<file path="src/rtl/z80_store_seq.sv">
// Z80 store sequencer: runs LD (BC),A / LD (DE),A / LD (HL),r / LD (nn),A after M1.
// Latency: start cycle + (3+w) per memory cycle + 1 DONE cycle; illegal opcodes finish in 2 cycles.
// Backpressure: bus_wait stretches each memory cycle with Tw states; start is ignored while busy.
//
// Ports:
//   clk, reset                  one clock per T-state; asynchronous active-high reset
//   start, opcode, ip_in        request, fetched opcode, opcode address (latched on accept)
//   reg_a, reg_bc, reg_de,
//   reg_hl, reg_src             register file values (latched on accept)
//   bus_rdata, bus_wait         memory read data and external wait request
//   bus_addr, bus_wdata,
//   bus_mreq, bus_rd, bus_wr    registered bus address, data and strobes
//   busy, done, err             activity flag, completion pulse, illegal-opcode qualifier
//   ip_out, mcycles, tcycles    next IP, M-cycle count, saturating T-state count (valid with done)
module z80_store_seq #(
   parameter int unsigned WAIT_STATES = 0,
   parameter bit          ENABLE_NN   = 1'b1
) (
   input  logic        clk,
   input  logic        reset,
   input  logic        start,
   input  logic [7:0]  opcode,
   input  logic [15:0] ip_in,
   input  logic [7:0]  reg_a,
   input  logic [15:0] reg_bc,
   input  logic [15:0] reg_de,
   input  logic [15:0] reg_hl,
   input  logic [7:0]  reg_src,
   input  logic [7:0]  bus_rdata,
   input  logic        bus_wait,
   output logic        busy,
   output logic [15:0] bus_addr,
   output logic [7:0]  bus_wdata,
   output logic        bus_mreq,
   output logic        bus_rd,
   output logic        bus_wr,
   output logic        done,
   output logic        err,
   output logic [15:0] ip_out,
   output logic [2:0]  mcycles,
   output logic [5:0]  tcycles
);

   typedef enum logic [2:0] {IDLE, RD_LO, RD_HI, WR, DONE} state_t;
   typedef enum logic [1:0] {T1, T2, TW, T3} phase_t;

   localparam logic [4:0] WS = 5'(WAIT_STATES);

   state_t      state_q, state_d;
   phase_t      phase_q, phase_d;
   logic [3:0]  wcnt_q, wcnt_d;       // Tw states elapsed in the current memory cycle
   logic [4:0]  wcnt_inc;
   logic [15:0] ip_q, ip_d;
   logic [7:0]  a_q, a_d;
   logic [15:0] wr_addr_q, wr_addr_d;
   logic [7:0]  wr_data_q, wr_data_d;
   logic [7:0]  lo_q, lo_d;
   logic        nn_q, nn_d;           // current instruction is LD (nn),A
   logic        bad_q, bad_d;         // illegal opcode
   logic [2:0]  mcyc_q, mcyc_d;
   logic [5:0]  tcyc_q, tcyc_d;

   // next values of the registered outputs
   logic        busy_d, mreq_d, rd_d, wr_d, done_d, err_d, fin_d;
   logic [15:0] addr_d, ip_out_d;
   logic [7:0]  wdata_d;
   logic [2:0]  mcycles_d;
   logic [5:0]  tcycles_d;

   always_ff @(posedge clk or posedge reset) begin
      if (reset) begin
         state_q   <= IDLE;
         phase_q   <= T1;
         wcnt_q    <= '0;
         ip_q      <= '0;
         a_q       <= '0;
         wr_addr_q <= '0;
         wr_data_q <= '0;
         lo_q      <= '0;
         nn_q      <= 1'b0;
         bad_q     <= 1'b0;
         mcyc_q    <= '0;
         tcyc_q    <= '0;
         busy      <= 1'b0;
         bus_addr  <= '0;
         bus_wdata <= '0;
         bus_mreq  <= 1'b0;
         bus_rd    <= 1'b0;
         bus_wr    <= 1'b0;
         done      <= 1'b0;
         err       <= 1'b0;
         ip_out    <= '0;
         mcycles   <= '0;
         tcycles   <= '0;
      end else begin
         state_q   <= state_d;
         phase_q   <= phase_d;
         wcnt_q    <= wcnt_d;
         ip_q      <= ip_d;
         a_q       <= a_d;
         wr_addr_q <= wr_addr_d;
         wr_data_q <= wr_data_d;
         lo_q      <= lo_d;
         nn_q      <= nn_d;
         bad_q     <= bad_d;
         mcyc_q    <= mcyc_d;
         tcyc_q    <= tcyc_d;
         busy      <= busy_d;
         bus_addr  <= addr_d;
         bus_wdata <= wdata_d;
         bus_mreq  <= mreq_d;
         bus_rd    <= rd_d;
         bus_wr    <= wr_d;
         done      <= done_d;
         err       <= err_d;
         ip_out    <= ip_out_d;
         mcycles   <= mcycles_d;
         tcycles   <= tcycles_d;
      end
   end

   always_comb begin
      state_d   = state_q;
      phase_d   = phase_q;
      wcnt_d    = wcnt_q;
      ip_d      = ip_q;
      a_d       = a_q;
      wr_addr_d = wr_addr_q;
      wr_data_d = wr_data_q;
      lo_d      = lo_q;
      nn_d      = nn_q;
      bad_d     = bad_q;
      mcyc_d    = mcyc_q;
      tcyc_d    = tcyc_q;
      wcnt_inc  = {1'b0, wcnt_q} + 5'd1;

      case (state_q)
         IDLE: begin
            if (start) begin
               ip_d    = ip_in;
               a_d     = reg_a;
               nn_d    = 1'b0;
               bad_d   = 1'b0;
               mcyc_d  = 3'd1;
               tcyc_d  = 6'd4;        // M1 already spent 4 T-states
               phase_d = T1;
               wcnt_d  = '0;
               case (opcode)
                  8'h02: begin wr_addr_d = reg_bc; wr_data_d = reg_a; state_d = WR; end
                  8'h12: begin wr_addr_d = reg_de; wr_data_d = reg_a; state_d = WR; end
                  8'h70, 8'h71, 8'h72, 8'h73, 8'h74, 8'h75, 8'h77: begin
                     wr_addr_d = reg_hl;
                     wr_data_d = reg_src;
                     state_d   = WR;
                  end
                  8'h32: begin
                     if (ENABLE_NN) begin
                        nn_d    = 1'b1;
                        state_d = RD_LO;
                     end else begin
                        bad_d   = 1'b1;
                        state_d = DONE;
                     end
                  end
                  default: begin
                     bad_d   = 1'b1;
                     state_d = DONE;
                  end
               endcase
            end
         end
         RD_LO, RD_HI, WR: begin
            // every T-state of a memory cycle (T1, T2, Tw, T3) adds one
            tcyc_d = (tcyc_q == 6'd63) ? tcyc_q : tcyc_q + 6'd1;
            case (phase_q)
               T1: phase_d = T2;
               T2: begin
                  wcnt_d  = '0;
                  phase_d = ((WS != 5'd0) || bus_wait) ? TW : T3;
               end
               TW: begin
                  wcnt_d  = (wcnt_q == 4'hF) ? wcnt_q : wcnt_q + 4'd1;
                  phase_d = ((wcnt_inc < WS) || bus_wait) ? TW : T3;
               end
               default: begin         // T3: cycle ends on this edge
                  phase_d = T1;
                  mcyc_d  = mcyc_q + 3'd1;
                  if (state_q == RD_LO) begin
                     lo_d    = bus_rdata;
                     state_d = RD_HI;
                  end else if (state_q == RD_HI) begin
                     wr_addr_d = {bus_rdata, lo_q};
                     wr_data_d = a_q;
                     state_d   = WR;
                  end else begin
                     state_d = DONE;
                  end
               end
            endcase
         end
         DONE:    state_d = IDLE;
         default: state_d = IDLE;
      endcase

      // outputs are registered, so they are derived from the next state
      busy_d = (state_d != IDLE);
      mreq_d = (state_d == RD_LO) || (state_d == RD_HI) || (state_d == WR);
      rd_d   = (state_d == RD_LO) || (state_d == RD_HI);
      wr_d   = (state_d == WR) && (phase_d != T1);
      done_d = (state_d == DONE);
      err_d  = (state_d == DONE) && bad_d;
      fin_d  = (state_d == DONE) && (state_q != DONE);

      addr_d = bus_addr;
      case (state_d)
         RD_LO:   addr_d = ip_d + 16'd1;
         RD_HI:   addr_d = ip_d + 16'd2;
         WR:      addr_d = wr_addr_d;
         default: addr_d = bus_addr;
      endcase
      wdata_d = (state_d == WR) ? wr_data_d : bus_wdata;

      ip_out_d  = fin_d ? (ip_d + (nn_d ? 16'd3 : 16'd1)) : ip_out;
      mcycles_d = fin_d ? mcyc_d : mcycles;
      tcycles_d = fin_d ? tcyc_d : tcycles;
   end

endmodule

</file>
<file path="config.mk">
export PLATFORM = sky130hd
export DESIGN_NAME = z80_store_seq
export DESIGN_NICKNAME = d
export VERILOG_FILES = /design/src/rtl/z80_store_seq.sv
export SDC_FILE = /design/constraint.sdc
export NUM_CORES = 1
export LEC_CHECK = 0
export CAP_MARGIN = 20
export CORE_ASPECT_RATIO = 1.5
export CORE_MARGIN = 2
export CORE_UTILIZATION = 56
export CTS_BUF_LIST = sky130_fd_sc_hd__clkbuf_2
export DETAILED_ROUTE_END_ITERATION = 7
export PLACE_DENSITY = 0.88
export RECOVER_POWER = 25
export SYNTH_ARGS = -nofsm -noshare
export SYNTH_HDL_FRONTEND = slang
export SYNTH_SLANG_ARGS = --single-unit
</file>
<file path="constraint.sdc">
create_clock -name clk -period 8.7 [get_ports clk]
set_input_delay 0.87 -clock clk [delete_from_list [all_inputs] [get_ports clk]]
set_output_delay 0.87 -clock clk [all_outputs]
set_load 0.005 [all_outputs]
</file>
[Word level (Yosys, flattened, before mapping)]
Cells that the tools add are included.
Operators by class
  $add $sub $neg: 7
  multipliers: 0
  div/mod/pow operators: 0
  order comparisons: 1
  equality and inequality tests: 25
  shift-type cells: 0
  multiplexer cells: 43
  bitwise logic cells: 1
  reductions and logical operators: 21
Operators by type and width (number)
  16-bit two-way mux: 6
  16-bit one-hot mux with 3 select lines: 2
  8-bit by 7-bit == test with 1-bit output (second input constant): 7
  8-bit two-way mux: 4
  16-bit one-hot mux with 2 select lines: 1
  8-bit one-hot mux with 2 select lines: 2
  3-bit two-way mux: 6
  3-bit one-hot mux with 2 select lines: 3
  16-bit by 1-bit adder with 16-bit output (second input constant): 1
  16-bit by 2-bit adder with 16-bit output: 1
  16-bit by 2-bit adder with 16-bit output (second input constant): 1
  4-bit one-hot mux with 2 select lines: 2
  3-bit by 2-bit == test with 1-bit output (second input constant): 4
  6-bit two-way mux: 2
  6-bit one-hot mux with 2 select lines: 1
  10-bit OR reduction: 1
  3-bit inequality test (second input constant): 3
  9-bit OR reduction: 1
  8-bit by 2-bit == test with 1-bit output (second input constant): 1
  8-bit by 5-bit == test with 1-bit output (second input constant): 1
  8-bit by 6-bit == test with 1-bit output (second input constant): 1
  1-bit two-way mux: 8
  4-bit two-way mux: 2
  7-bit OR reduction: 1
  27 further kinds: 36
Word-level totals
  register bits: 131
  bits in latches: 0
  memory bits (writable): 0
  memory bits (read-only): 0
  input port bits: 100
  output and inout port bits: 55
  word-level logic and storage cells: 121
  memories kept: 0

[Logic depth before layout (Yosys ltp)]
Gate-level depths: netlist of the first run.
  depth after elaboration: 8
  mapped depth: 15
  mapped depth without buffers: 11

[Least setup slack after synthesis of the first run]
OpenSTA, ideal clock, no wires.
  path kind: input port to flip-flop
  start: input port start
  end: register ip_out[9]
  library setup time: 125 ps
  data arrival time: 3554 ps
  data required time: 8575 ps
  slack: 5021 ps
  stages: 12
  path buffers: 3
  path through: nor4b_4 buf_6 buf_2 buf_2 mux2i_1 inv_1 ha_1 a21oi_1 or3_4 nand2b_1 xnor2_1 mux2_2
On the way
  elaborated cells on any way between the ends: 10
  those cells by class: add/sub: 1; eq/ne: 1; mux: 7; reduce/logical: 1
RTL lines
  from (decl): line 21  | input logic start,
  16-bit two-way mux: line 139  | if (start) begin
  16-bit two-way mux: line 137  | case (state_q)
  named net ip_d[1]: line 53  | logic [15:0] ip_q, ip_d;
  16-bit by 2-bit adder with 16-bit output: line 223  | ip_out_d = fin_d ? (ip_d + (nn_d ? 16'd3 : 16'd1)) : ip_out;
  to (signal assigned): line 116  | ip_out <= ip_out_d;
  to (decl): line 39  | output logic [15:0] ip_out,
The timed path passes the listed nets, and every way through them passes these cells.
A chain may end at the register's enable or synchronous reset.

[Worst setup path after layout of the first run]
  start: input port start
  end: register bus_wdata[0]
On the way
  cells in the longest elaborated chain, start to end: 3
  elaborated cells on any way between the ends: 5
  those cells by class: eq/ne: 1; mux: 4
RTL lines
  3-bit two-way mux: line 139
  3-bit one-hot mux with 2 select lines: line 137
  3-bit by 2-bit == test with 1-bit output: line 221  | wdata_d = (state_d == WR) ? wr_data_d : bus_wdata;
  to (signal assigned): line 110  | bus_wdata <= wdata_d;
  to (decl): line 33  | output logic [7:0] bus_wdata,
Several ways; a longest one is shown, not always the timed one.

==> flow_metrics.env, run 1 <==
export IMPL_multi_input_area_um2=3280
export IMPL_cp_buffers_inverters=2
export IMPL_worstMarginPinSlew_ns=2.64
export IMPL_synthArstFlopShare_pct=100
export IMPL_cts_hold_fix_buffers=0
export IMPL_post_cts_buffers=0
export IMPL_numCtsBuffers=17
export IMPL_io_pins=155
export IMPL_ys_seq_area_share_pct=47.2
export IMPL_ant_nets=0
export IMPL_crit_type="in -> reg"
export IMPL_start_kind="primary input"
export IMPL_maxCapViolCount=2
export IMPL_start_util_pct=56.6
export IMPL_clk_pin_slew_ns=0.17
export IMPL_cp_data_required_time_ns=9.27
export IMPL_grt_pass1_vias=6194
export IMPL_yosys_warnings=0
export IMPL_hpwl_um=14100
export IMPL_htreeDepth=4
export IMPL_violations="max-capacitance violations, max-slew violations"
export IMPL_ys_top_cells_by_area="dfrtp_1 47%, mux2_2 7.0%, nand2_1 4.1%"
export IMPL_cp_data_arrival_time_ns=5.23
export IMPL_finalHoldViolCount=0
export IMPL_crit_slowest_cell="or4b_1"
export IMPL_post_drt_wl_per_cell_um=19.8
export IMPL_gp_congestion=0.896
export IMPL_max_clock_freq_mhz=215
export IMPL_dieHeight_um=138
export IMPL_antenna_found_initial=1
export IMPL_synth_area_um2=6740
export IMPL_die_w_um=93.6
export IMPL_p_per_area_nw_per_um2=215
export IMPL_final_setup_viol_count=0
export IMPL_grt_ovfl_total=0
export IMPL_hold_path_class="reg -> reg"
export IMPL_syn_num_nets=765
export IMPL_clock_sinks=127
export IMPL_dominantRegCellSynth="dfrtp_1"
export IMPL_dr_pass1_iters=5
export IMPL_ys_ff_latch=127
export IMPL_clock_skew_ns=0.0298
export IMPL_fill_cells=877
export IMPL_fin_crit_ns=4.66
export IMPL_finalSetupTns_ns=0
export IMPL_synth_top_area_share_pct=47.2
export IMPL_path_cells="dlygate4sd3_1 -> or4b_1 -> o221a_2 -> inv_2 -> nand2_1 -> mux2_2"
export IMPL_max_stage_delay_ns=1.53
export IMPL_final_max_slew_viol_count=108
export IMPL_rows=49
export IMPL_fin_crit_sh_pct=53.5
export IMPL_cts_tree="built"
export IMPL_drc_errors=0
export IMPL_cp_max_fo=43
export IMPL_synth_edf_count=0
export IMPL_timing_slew_headroom_pct=-77.0
export IMPL_first_iter_violations=396
export IMPL_leakagePower_uw=0.00361
export IMPL_utilization_pct=72.5
export IMPL_synth_area_leader_cell="dfrtp_1"
export IMPL_grt_use_total_pct=30.4
export IMPL_post_drt_via_cell_ratio=6.10
export IMPL_core_area_um2=11900
export IMPL_synth_common_cells="127 x dfrtp_1, 73 x nand2_1, 42 x mux2_2"
export IMPL_yosysUniqueCellTypes=71
export IMPL_synth_area_per_cell_um2=10.3
export IMPL_status="complete, but fails checks"
export IMPL_synthCells=657
export IMPL_wirelength_um=19200
export IMPL_synthToLayoutAreaGrowth_pct=27.9
export IMPL_ctsRootBufferMaster="clkbuf_2"
export IMPL_yosys_cell_count_top_type="dfrtp_1"
export IMPL_ir_drop_v=0.000133
export IMPL_portBuffers=154
export IMPL_clock_path_buffers=2
export IMPL_dieArea_um2=12900
export IMPL_rsz0062_at_grt="false"
export IMPL_layout_area_seq_um2=3180
export IMPL_grt_pass1_wl_um=30900
export IMPL_insertion_delay_ns=0.68
export IMPL_cp_end_kind="flop"
export IMPL_grt_max_degree=66
export IMPL_layout_nets=909
export IMPL_cpLargestDelayFamily="simple AND/OR/NAND/NOR gates"
export IMPL_ctsResizeCount=0
export IMPL_drive_above_1_share_pct=13.1
export IMPL_vias=5908
-- layout by cell type, fill, tap and decap left out, types with 19 or more instances in the layout --
master           netlist  final
inv_1                 22     21
clkdlybuf4s50_1        0    152
o21ai_0               23     23
nor2_1                39     39
xnor2_1               31     31
mux2i_1               22     22
a21oi_1               35     34
dfrtp_1              127    127
nand3_1               19     19
mux2_2                42     42
nand2_1               73     73
-- layout make-up --
| cell class | instances | share of cell area, % |
|---|---|---|
| Sequential cell | 127 | 36.9 |
| Inverter | 27 | 1.20 |
| Timing Repair Buffer | 164 | 18.7 |
| Antenna cell | 1 | 0.0290 |
| Clock inverter | 14 | 1.92 |
| Clock buffer | 18 | 1.04 |
| Tap cell | 153 | 2.22 |
| Multi-Input combinational cell | 464 | 38.0 |
-- worst register-to-register path: stages (launching register included) --
cell     delay, ns
dfrtp_1       0.64
or4b_1        1.52
o221a_2       0.83
inv_2         0.37
nand2_1       0.61
mux2_2        0.41
-- registers in the layout, indices dropped and copies added, names as in the netlist, 8 cells and up --
register / count
a_q: 8
bus_addr: 16
bus_wdata: 8
ip_out: 16
ip_q: 16
lo_q: 8
wr_addr_q: 16
wr_data_q: 8
-- metrics by stage --
step | hold slack (ns) | power, µW | instances | worst slack, ns | area, µm²
2_1_floorplan | 0.446 | 1150 | 657 | 4.45 | 6740
3_3_place_gp | 0.458 | 1450 | 935 | 4.37 | 8370
3_5_place_dp | 0.464 | 1470 | 935 | 4.31 | 8370
4_1_cts | 0.513 | 1860 | 967 | 5.03 | 8630
5_1_grt | 0.538 | 1950 | 968 | 3.86 | 8620
6_report | 0.515 | 1860 | 968 | 4.04 | 8620
-- power by group --
| part | total, µW | internal [µW] | switching [µW] | leakage (µW) |
|---|---|---|---|---|
| combinational | 651 | 348 | 303 | 0.00189 |
| clock | 386 | 160 | 225 | 0.000144 |
| sequential | 819 | 729 | 89.8 | 0.00158 |
-- per-layer routing --
metal / share of wire [%] / vias to the layer above / routed length (µm) / track usage [%]
met2: 52 / 300 / 9910 / 51.9
met4: 3.9 / 0 / 740 / 15.0
met5: 0 / - / 0 / 0
li1: - / 2663 / - / -
met3: 6.6 / 63 / 1260 / 5.89
met1: 38 / 2882 / 7270 / 36.2
-- kinds of logic (layout without fill, tap and decap cells) --
kind of cell               count (synthesis)  after routing  share of synthesized area [%]
other                                      0              1                              0
muxes                                     69             69                           11.6
buffers and inverters                     66            223                           4.44
and+or+nand+nor                          194            194                           14.7
adders and majority gates                  8              8                           1.60
xor gates and xnor gates                  34             34                           4.42
AOI/OAI and AO/OA                        159            159                           16.1
DFF                                      127            127                           47.2
-- worst paths after layout --
check / cells after the start / slack, ns / endpoint / from
setup / recovery: 6 / 4.04 / bus_wdata[0] / start
hold / removal: 2 / 0.51 / a_q[0] / a_q[0]
setup reg to reg: 5 / 4.22 / bus_wdata[0] / state_q[2]
hold reg to reg: 2 / 0.51 / a_q[0] / a_q[0]
max in group asynchronous: 3 / 5.59 / bus_addr[3] / reset
min in group asynchronous: 2 / 1.33 / bus_rd / reset
Note: power is estimated with default switching activity, not from simulation.
==> inputs of run 2 (changes only) <==
--- a/config.mk
+++ b/config.mk
@@ -8,10 +8,10 @@
 export CAP_MARGIN = 20
 export CORE_ASPECT_RATIO = 1.5
 export CORE_MARGIN = 2
-export CORE_UTILIZATION = 56
+export CORE_UTILIZATION = 47
 export CTS_BUF_LIST = sky130_fd_sc_hd__clkbuf_2
 export DETAILED_ROUTE_END_ITERATION = 7
-export PLACE_DENSITY = 0.88
+export PLACE_DENSITY = 0.79
 export RECOVER_POWER = 25
 export SYNTH_ARGS = -nofsm -noshare
 export SYNTH_HDL_FRONTEND = slang
==> constraint.sdc (replaced) <==
create_clock -name clk -period 4.1 [get_ports clk]
set_input_delay 0.41 -clock clk [delete_from_list [all_inputs] [get_ports clk]]
set_output_delay 0.41 -clock clk [all_outputs]
set_load 0.005 [all_outputs]
==> run 2 against run 1 <==
Effect of this change:
- the run still ends with max-capacitance violations, max-slew violations left
- worst setup slack worse by 3.3 ns
- power is 110% higher
- largest power group unchanged
- register-to-register slack worse by 3.4 ns
- sequential cell count stayed put
==> flow_metrics.env, run 2 (synthesis results as in run 1) <==
export IMPL_rows=53
export IMPL_cp_data_arrival_time_ns=3.88
export IMPL_ctsRootBufferMaster="clkbuf_2"
export IMPL_violations="max-capacitance violations, max-slew violations"
export IMPL_hpwl_um=14500
export IMPL_htreeDepth=4
export IMPL_hold_path_class="in -> reg"
export IMPL_ir_drop_v=0.000315
export IMPL_critical_path_startpoint="state_q[2]"
export IMPL_whs_ns=0.289
export IMPL_wirelength_um=19400
export IMPL_cts_tree="built"
export IMPL_drc_errors=0
export IMPL_dieHeight_um=151
export IMPL_grt_use_total_pct=26.1
export IMPL_grt_ovfl_total=0
export IMPL_io_pins=155
export IMPL_core_area_um2=14000
export IMPL_min_path_cells=3
export IMPL_rsz0062_at_grt="false"
export IMPL_clock_path_buffers=2
export IMPL_hold_path_startpoint="reg_a[6]"
export IMPL_layout_common_cells="153 x clkdlybuf4s50_1, 127 x dfrtp_1, 73 x nand2_1, 42 x mux2_2, 39 x nor2_1"
export IMPL_clk_pin_slew_ns=0.19
export IMPL_numCtsBuffers=17
export IMPL_cp_end_kind="flop"
export IMPL_clock_skew_ns=0.0209
export IMPL_final_common_cell="clkdlybuf4s50_1"
export IMPL_leakagePower_uw=0.00366
export IMPL_fin_crit_ns=3.32
export IMPL_clock_sinks=127
export IMPL_r2r_end="bus_addr[15]"
export IMPL_synthToLayoutAreaGrowth_pct=29.6
export IMPL_ant_nets=0
export IMPL_cts_hold_fix_buffers=0
export IMPL_start_util_pct=48.2
export IMPL_portBuffers=154
export IMPL_p_per_area_nw_per_um2=444
export IMPL_maxCapViolCount=1
export IMPL_worst_r2r_setup_slack_ns=0.78
export IMPL_status="complete, but fails checks"
export IMPL_post_cts_buffers=0
export IMPL_final_max_slew_viol_count=47
export IMPL_finalHoldViolCount=0
export IMPL_cpLargestDelayFamily="simple AND/OR/NAND/NOR gates"
export IMPL_r2r_start="state_q[2]"
export IMPL_finalSetupTns_ns=0
export IMPL_layout_nets=918
export IMPL_reg2reg_depth=11
export IMPL_ctsResizeCount=0
export IMPL_first_iter_violations=345
export IMPL_gp_congestion=0.875
export IMPL_dr_pass1_iters=5
export IMPL_path_cells="nor4b_4 -> mux2i_1 -> inv_1 -> ha_1 -> nand3_1 -> nor3_1 -> o21ai_1 -> nor2_1 -> nand2_1 -> xnor2_1 -> o221a_1"
export IMPL_crit_slowest_cell="dfrtp_1"
export IMPL_start_kind="flop"
export IMPL_vias=5800
export IMPL_max_clock_freq_mhz=302
export IMPL_die_w_um=102
export IMPL_timing_slew_headroom_pct=-40.9
export IMPL_worstMarginPinSlew_ns=2.10
export IMPL_hold_end="a_q[6]"
export IMPL_post_drt_via_cell_ratio=5.71
export IMPL_final_setup_viol_count=0
export IMPL_cp_buffers_inverters=1
export IMPL_fin_crit_sh_pct=80.9
export IMPL_grt_pass1_wl_um=30600
export IMPL_insertion_delay_ns=0.67
export IMPL_grt_pass1_vias=6067
export IMPL_antenna_found_initial=1
export IMPL_cp_max_fo=12
export IMPL_max_stage_delay_ns=0.58
export IMPL_post_drt_wl_per_cell_um=19.1
export IMPL_grt_max_degree=82
export IMPL_crit_type="reg -> reg"
export IMPL_drive_above_1_share_pct=14.1
export IMPL_dieArea_um2=15300
export IMPL_cp_data_required_time_ns=4.67
==> run 2: worst max-delay path by stage <==
stage | cells after the start | end
detailed placement | 12 | bus_addr[15]
global route | 11 | bus_addr[13]
global placement | 10 | ip_out[8]
finish | 11 | bus_addr[15]
floorplan | 1 | a_q[0]
CTS | 11 | bus_addr[15]
==> run 2: power by group <==
| part | internal, µW | total, µW | switching, µW |
|---|---|---|---|
| Clock | 273 | 733 | 460 |
| Combinational | 759 | 1410 | 655 |
| Sequential | 1550 | 1730 | 187 |
| Total | 2580 | 3880 | 1300 |
==> run 2: worst reg2reg max path: stages (launching register included) <==
cell	delay, ns
dfrtp_1	0.58
nor4b_4	0.45
mux2i_1	0.21
inv_1	0.19
ha_1	0.30
nand3_1	0.19
nor3_1	0.37
o21ai_1	0.23
nor2_1	0.25
nand2_1	0.10
xnor2_1	0.13
o221a_1	0.24
==> run 2: through the flow <==
stage	instance area, µm²	setup slack (ns)	std cells	utilization [%]	total power (µW)
floorplan	6740	0.306	657	-	2440
global placement	8510	0.480	983	60.8	3130
detailed placement	8510	0.447	983	60.8	3160
CTS	8730	0.789	1015	62.4	3900
global route	8730	0.474	1016	62.4	4110
finish	8730	0.783	1016	62.4	3880
==> run 2: final cells by class <==
type                    instances  area [µm²]
diodes                          1        2.50
clock buffers                  19        95.1
clock inverters                13         123
fillers                      1153        5260
inverters                      27         104
multi-input cells             464        3290
flip-flops and latches        127        3180
well taps                     192         240
repair buffers                173        1700
==> run 2: layer usage <==
layer	wire length [µm]	GRT usage [%]	up-vias
met4	707	13.0	0
met5	0	0	-
li1	-	-	2689
met2	10100	44.4	214
met3	1190	6.27	60
met1	7370	30.4	2837
==> inputs of run 3 (changes only) <==
==> constraint.sdc (replaced) <==
create_clock -name clk -period 2.97 [get_ports clk]
set_input_delay 0.297 -clock clk [delete_from_list [all_inputs] [get_ports clk]]
set_output_delay 0.297 -clock clk [all_outputs]
set_load 0.005 [all_outputs]
==> run 3 against run 2 <==
Effect of this change:
- the flow still finishes with violations (max-capacitance violations, max-slew violations)
- sequential share of layout area decreased by 2.3 points
- non-clock buffer count increased by 65
- cell area increased by 6.9%
- via count increased by 6.8%
- die area unchanged
- clock skew increased by 0.0075 ns
- critical path type unchanged
==> flow_metrics.env, run 3 (synthesis results as in run 1) <==
export IMPL_post_drt_wl_per_cell_um=19.1
export IMPL_clk_pin_slew_ns=0.21
export IMPL_numCtsBuffers=17
export IMPL_maxCapViolCount=1
export IMPL_cp_end_kind="flop"
export IMPL_dp_slack_ns=-0.338
export IMPL_p_clk_share_pct=18.7
export IMPL_ir_drop_v=0.000384
export IMPL_grt_ovfl_total=0
export IMPL_final_max_slew_viol_count=37
export IMPL_ctsRootBufferMaster="clkbuf_2"
export IMPL_dieHeight_um=151
export IMPL_drive_above_1_share_pct=22.3
export IMPL_setup_ws_ns=0.166
export IMPL_p_switching_uw=1900
export IMPL_layout_nets=984
export IMPL_fin_area_um2=9330
export IMPL_cts_hold_fix_buffers=0
export IMPL_die_w_um=102
export IMPL_timing_slew_headroom_pct=-8.16
export IMPL_first_iter_violations=427
export IMPL_rows=53
export IMPL_insertion_delay_ns=0.69
export IMPL_wirelength_um=20700
export IMPL_leakagePower_uw=0.00400
export IMPL_antenna_found_initial=1
export IMPL_dpl_cell_area_um2=9080
export IMPL_worst_r2r_setup_slack_ns=0.17
export IMPL_layout_common_cells="153 x clkdlybuf4s50_1, 125 x dfrtp_1, 78 x buf_4, 73 x nand2_1, 42 x mux2_2"
export IMPL_cp_max_fo=6
export IMPL_hold_path_class="in -> reg"
export IMPL_drc_errors=0
export IMPL_grt_pass1_wl_um=32600
export IMPL_r2r_start="state_q[0]"
export IMPL_start_kind="flop"
export IMPL_dieArea_um2=15300
export IMPL_grt_use_total_pct=27.6
export IMPL_worstMarginPinSlew_ns=1.61
export IMPL_grt_pass1_vias=6447
export IMPL_io_pins=155
export IMPL_fin_crit_sh_pct=94.4
export IMPL_gp_congestion=1.01
export IMPL_fin_crit_ns=2.80
export IMPL_clock_path_buffers=2
export IMPL_final_setup_viol_count=0
export IMPL_violations="max-capacitance violations, max-slew violations"
export IMPL_synthToLayoutAreaGrowth_pct=38.5
export IMPL_cts_tree="built"
export IMPL_p_comb_share_pct=38.5
export IMPL_cp_data_required_time_ns=3.59
export IMPL_power_frac_seq_pct=42.7
export IMPL_hpwl_um=15500
export IMPL_p_sw_share_pct=33.9
export IMPL_dr_pass1_iters=5
export IMPL_max_clock_freq_mhz=357
export IMPL_utilization_pct=66.7
export IMPL_status="complete, but fails checks"
export IMPL_p_per_area_nw_per_um2=602
export IMPL_crit_type="reg -> reg"
export IMPL_clock_sinks=127
export IMPL_portBuffers=154
export IMPL_htreeDepth=4
export IMPL_core_area_um2=14000
export IMPL_hold_path_startpoint="reg_a[7]"
export IMPL_ant_nets=0
export IMPL_start_util_pct=48.2
export IMPL_clock_skew_ns=0.0284
export IMPL_fill_cells=1073
export IMPL_final_common_cell="clkdlybuf4s50_1"
export IMPL_finalHoldViolCount=0
export IMPL_cp_data_arrival_time_ns=3.42
export IMPL_grt_max_degree=49
export IMPL_critical_path_startpoint="state_q[0]"
export IMPL_vias=6197
export IMPL_post_drt_via_cell_ratio=5.73
export IMPL_p_int_uw=3720
==> run 3: changes by cell type in the layout (fill, tap and decap cells not counted), moves of 3 or more <==
| cell | before | now |
|---|---|---|
| nor3_2 | 4 | 7 |
| buf_12 | 1 | 4 |
| buf_4 | 18 | 78 |
| nor3_1 | 12 | 9 |
==> run 3: area by class of cell <==
cell class / count / area, µm² / share of cell area [%]
Clock buffer: 17 / 85.1 / 0.912
Clock inverter: 15 / 145 / 1.55
Sequential cell: 127 / 3180 / 34.1
Timing Repair Buffer: 238 / 2220 / 23.8
Tap cell: 192 / 240 / 2.57
Multi-Input combinational cell: 465 / 3360 / 36.0
Antenna cell: 1 / 2.50 / 0.0268
Inverter: 27 / 104 / 1.11
==> run 3: worst paths after layout <==
kind / to / cells after the start
max: bus_addr[15] / 14
min: a_q[7] / 3
max reg2reg: bus_addr[15] / 14
min reg2reg: wr_addr_q[4] / 2
max in group asynchronous: state_q[1] / 3
min in group asynchronous: err / 2
==> run 3: worst max-delay path: stages (launching register included) <==
cell and delay [ns]:
dfrtp_2 0.50, nor4b_4 0.37, buf_12 0.17, mux2i_2 0.23, inv_1 0.13, ha_2 0.23
nand3_1 0.11, nor3_1 0.07, buf_4 0.17, o21ai_2 0.15, nor2_1 0.09, buf_4 0.14
xnor2_1 0.11, o21ai_1 0.11, o221a_1 0.17
==> run 3: metrics by stage <==
step,instances,TNS (ns),power (µW),hold slack [ns]
floorplan,657,-1.15,3400,0.402
global placement,1046,-2.39,4500,0.458
detailed placement,1046,-3.82,4580,0.476
CTS,1078,0,5650,0.0864
global route,1082,-0.00183,5940,0.0969
finish,1082,0,5620,0.143
==> run 3: what timing repair did <==
| action | in CTS | in global routing |
|---|---|---|
| setup buffers | 0 | 2 |
| endpoints found under the setup margin | 0 | 5 |
| gates resized for setup | 0 | 7 |
==> run 3: power groups by stage <==
stage                     clock, µW  combinational [µW]  sequential [µW]
after global routing           1160                2340             2440
final                          1050                2170             2400
after global placement            0                2090             2410
after CTS                      1080                2170             2400
after detailed placement          0                2150             2430
after floorplan                   0                1030             2370
==> run 3: per-layer routing <==
metal	wire length [µm]	up-vias	GRT usage, %
met1	7860	3034	32.9
met3	1370	57	5.90
li1	-	2822	-
met4	668	0	11.6
met2	10800	284	47.7
met5	0	-	0
==> edit, RTL diff (flow settings as in run 3) <==
Change the parameter `ENABLE_NN` from 1'b1 to 1'b0.
--- a/src/rtl/z80_store_seq.sv
+++ b/src/rtl/z80_store_seq.sv
@@ -16,3 +16,3 @@
    parameter int unsigned WAIT_STATES = 0,
-   parameter bit          ENABLE_NN   = 1'b1
+   parameter bit          ENABLE_NN   = 1'b0
 ) (
Formal check against the unedited RTL: not equivalent (Yosys sat finds a counterexample within 4 cycles, from zero or initial values and one cycle with reset high).
==> edit against run 3 <==
Final area rose by 0.70%. Power fell by 2.4%. Worst setup slack got worse by 7.2 ps. Area after synthesis rose by 3.2%. Wire length rose by 6.9%. Die area rose by 3.1%. Sequential cell count did not move.
==> edit: results (changes against run 3) <==
- Post-layout power: 5.48 mW (-2.4%)
- Total power density per cell area: 583 nW/um2 (-3.1%)
- The post-route fraction of the period consumed by the critical path came to 0.947 (+0.00242).
- The xor/xnor cell area share of the yosys netlist was 0.0416 (-0.00264).
- The clock insertion delay at the later pin of the skew report is 720 ps (+30 ps).
* Worst path max stage delay: 480 ps (-20 ps)
- Area fraction of the dominant cell type after synthesis: 0.457 (-0.0147)
* Layout cell share with drive strength beyond 1: 0.182 (-0.0410)
- Clk pwr share: 0.180 (-0.007)
- Timing startpoint of the critical path: state_q[2]
- Relative area of non-clock buffer cells in the final design: 0.224 (-0.0138)
- The internal power was 3.58 mW (-3.6%).
- The detailed router's first-iteration violation count is 414 (-3.0%).
- The number of nets at the end of the flow is 1003 (+1.9%).
* Count of buffers not belonging to the clock network in the layout: 228 (-4.2%)
- Multi-input combinational cell count: 493 (+6.0%)
- Worst setup slack before clock tree synthesis: -209 ps (+129 ps)
- The largest voltage drop on the vdd net is 0.000346 V (-9.8%).
- First-pass GRT wire length: 34.7 mm (+6.5%)
- Number of distinct standard cells referenced by the synthesized netlist: 69 (-2.8%)
- The complex-gate fraction of the synthesized area was 0.157 (-0.00357).
* Worst Hold Margin: 137 ps (-6.22 ps)
- The instance area after placement came to 9170 um2 (+0.88%).
- Horizontal extent of the die: 103 um (+1.5%)
- Power in combinational cells: 2.06 mW (-5%)
- Aggregate routed wire length: 22.1 mm (+6.9%)
- The flow ran to the end, and the final reports show no timing, DRC or antenna violations.
- Average size of a mapped cell: 10.1 um2 (-1.6%)
- Worst slew pin tran: 1220 ps (-392 ps)
* Dominant cells by area after synthesis: dfrtp_1, mux2i_1, mux2_2, nand2_1, xnor2_1
-- edit: cell count changes after synthesis, sizes merged, moves of 6 or more --
cell / delta
a221o: +12
a22o: -6
buf: -7
a21oi: -15
mux2i: +11
nand3: +6
nor4: +6
clkbuf: +9
-- edit: metal layers --
layer  vias to the layer above  track usage  part of all wire
met4                         0        0.135             0.046
met5                         -            0                 0
met2                       269        0.499              0.53
met1                      3131        0.330              0.38
li1                       2959            -                 -
met3                        71       0.0466             0.046
-- edit: timing repair --
action,in CTS,in global routing
hold buffers,1,0
resized for setup,0,5
buffers inserted,0,1
hold endpoints to repair,11,0
endpoints found under the setup margin,0,12
-- edit: worst max-delay path: cells and delay by family (launching register included) --
| kind | cells | cell delay [ps] |
|---|---|---|
| muxes | 2 | 400 |
| xor gates and xnor gates | 1 | 140 |
| DFF | 1 | 480 |
| and+or+nand+nor | 2 | 570 |
| adders and majority gates | 1 | 440 |
| buffers and inverters | 3 | 460 |
| AOI/OAI and AO/OA | 1 | 240 |
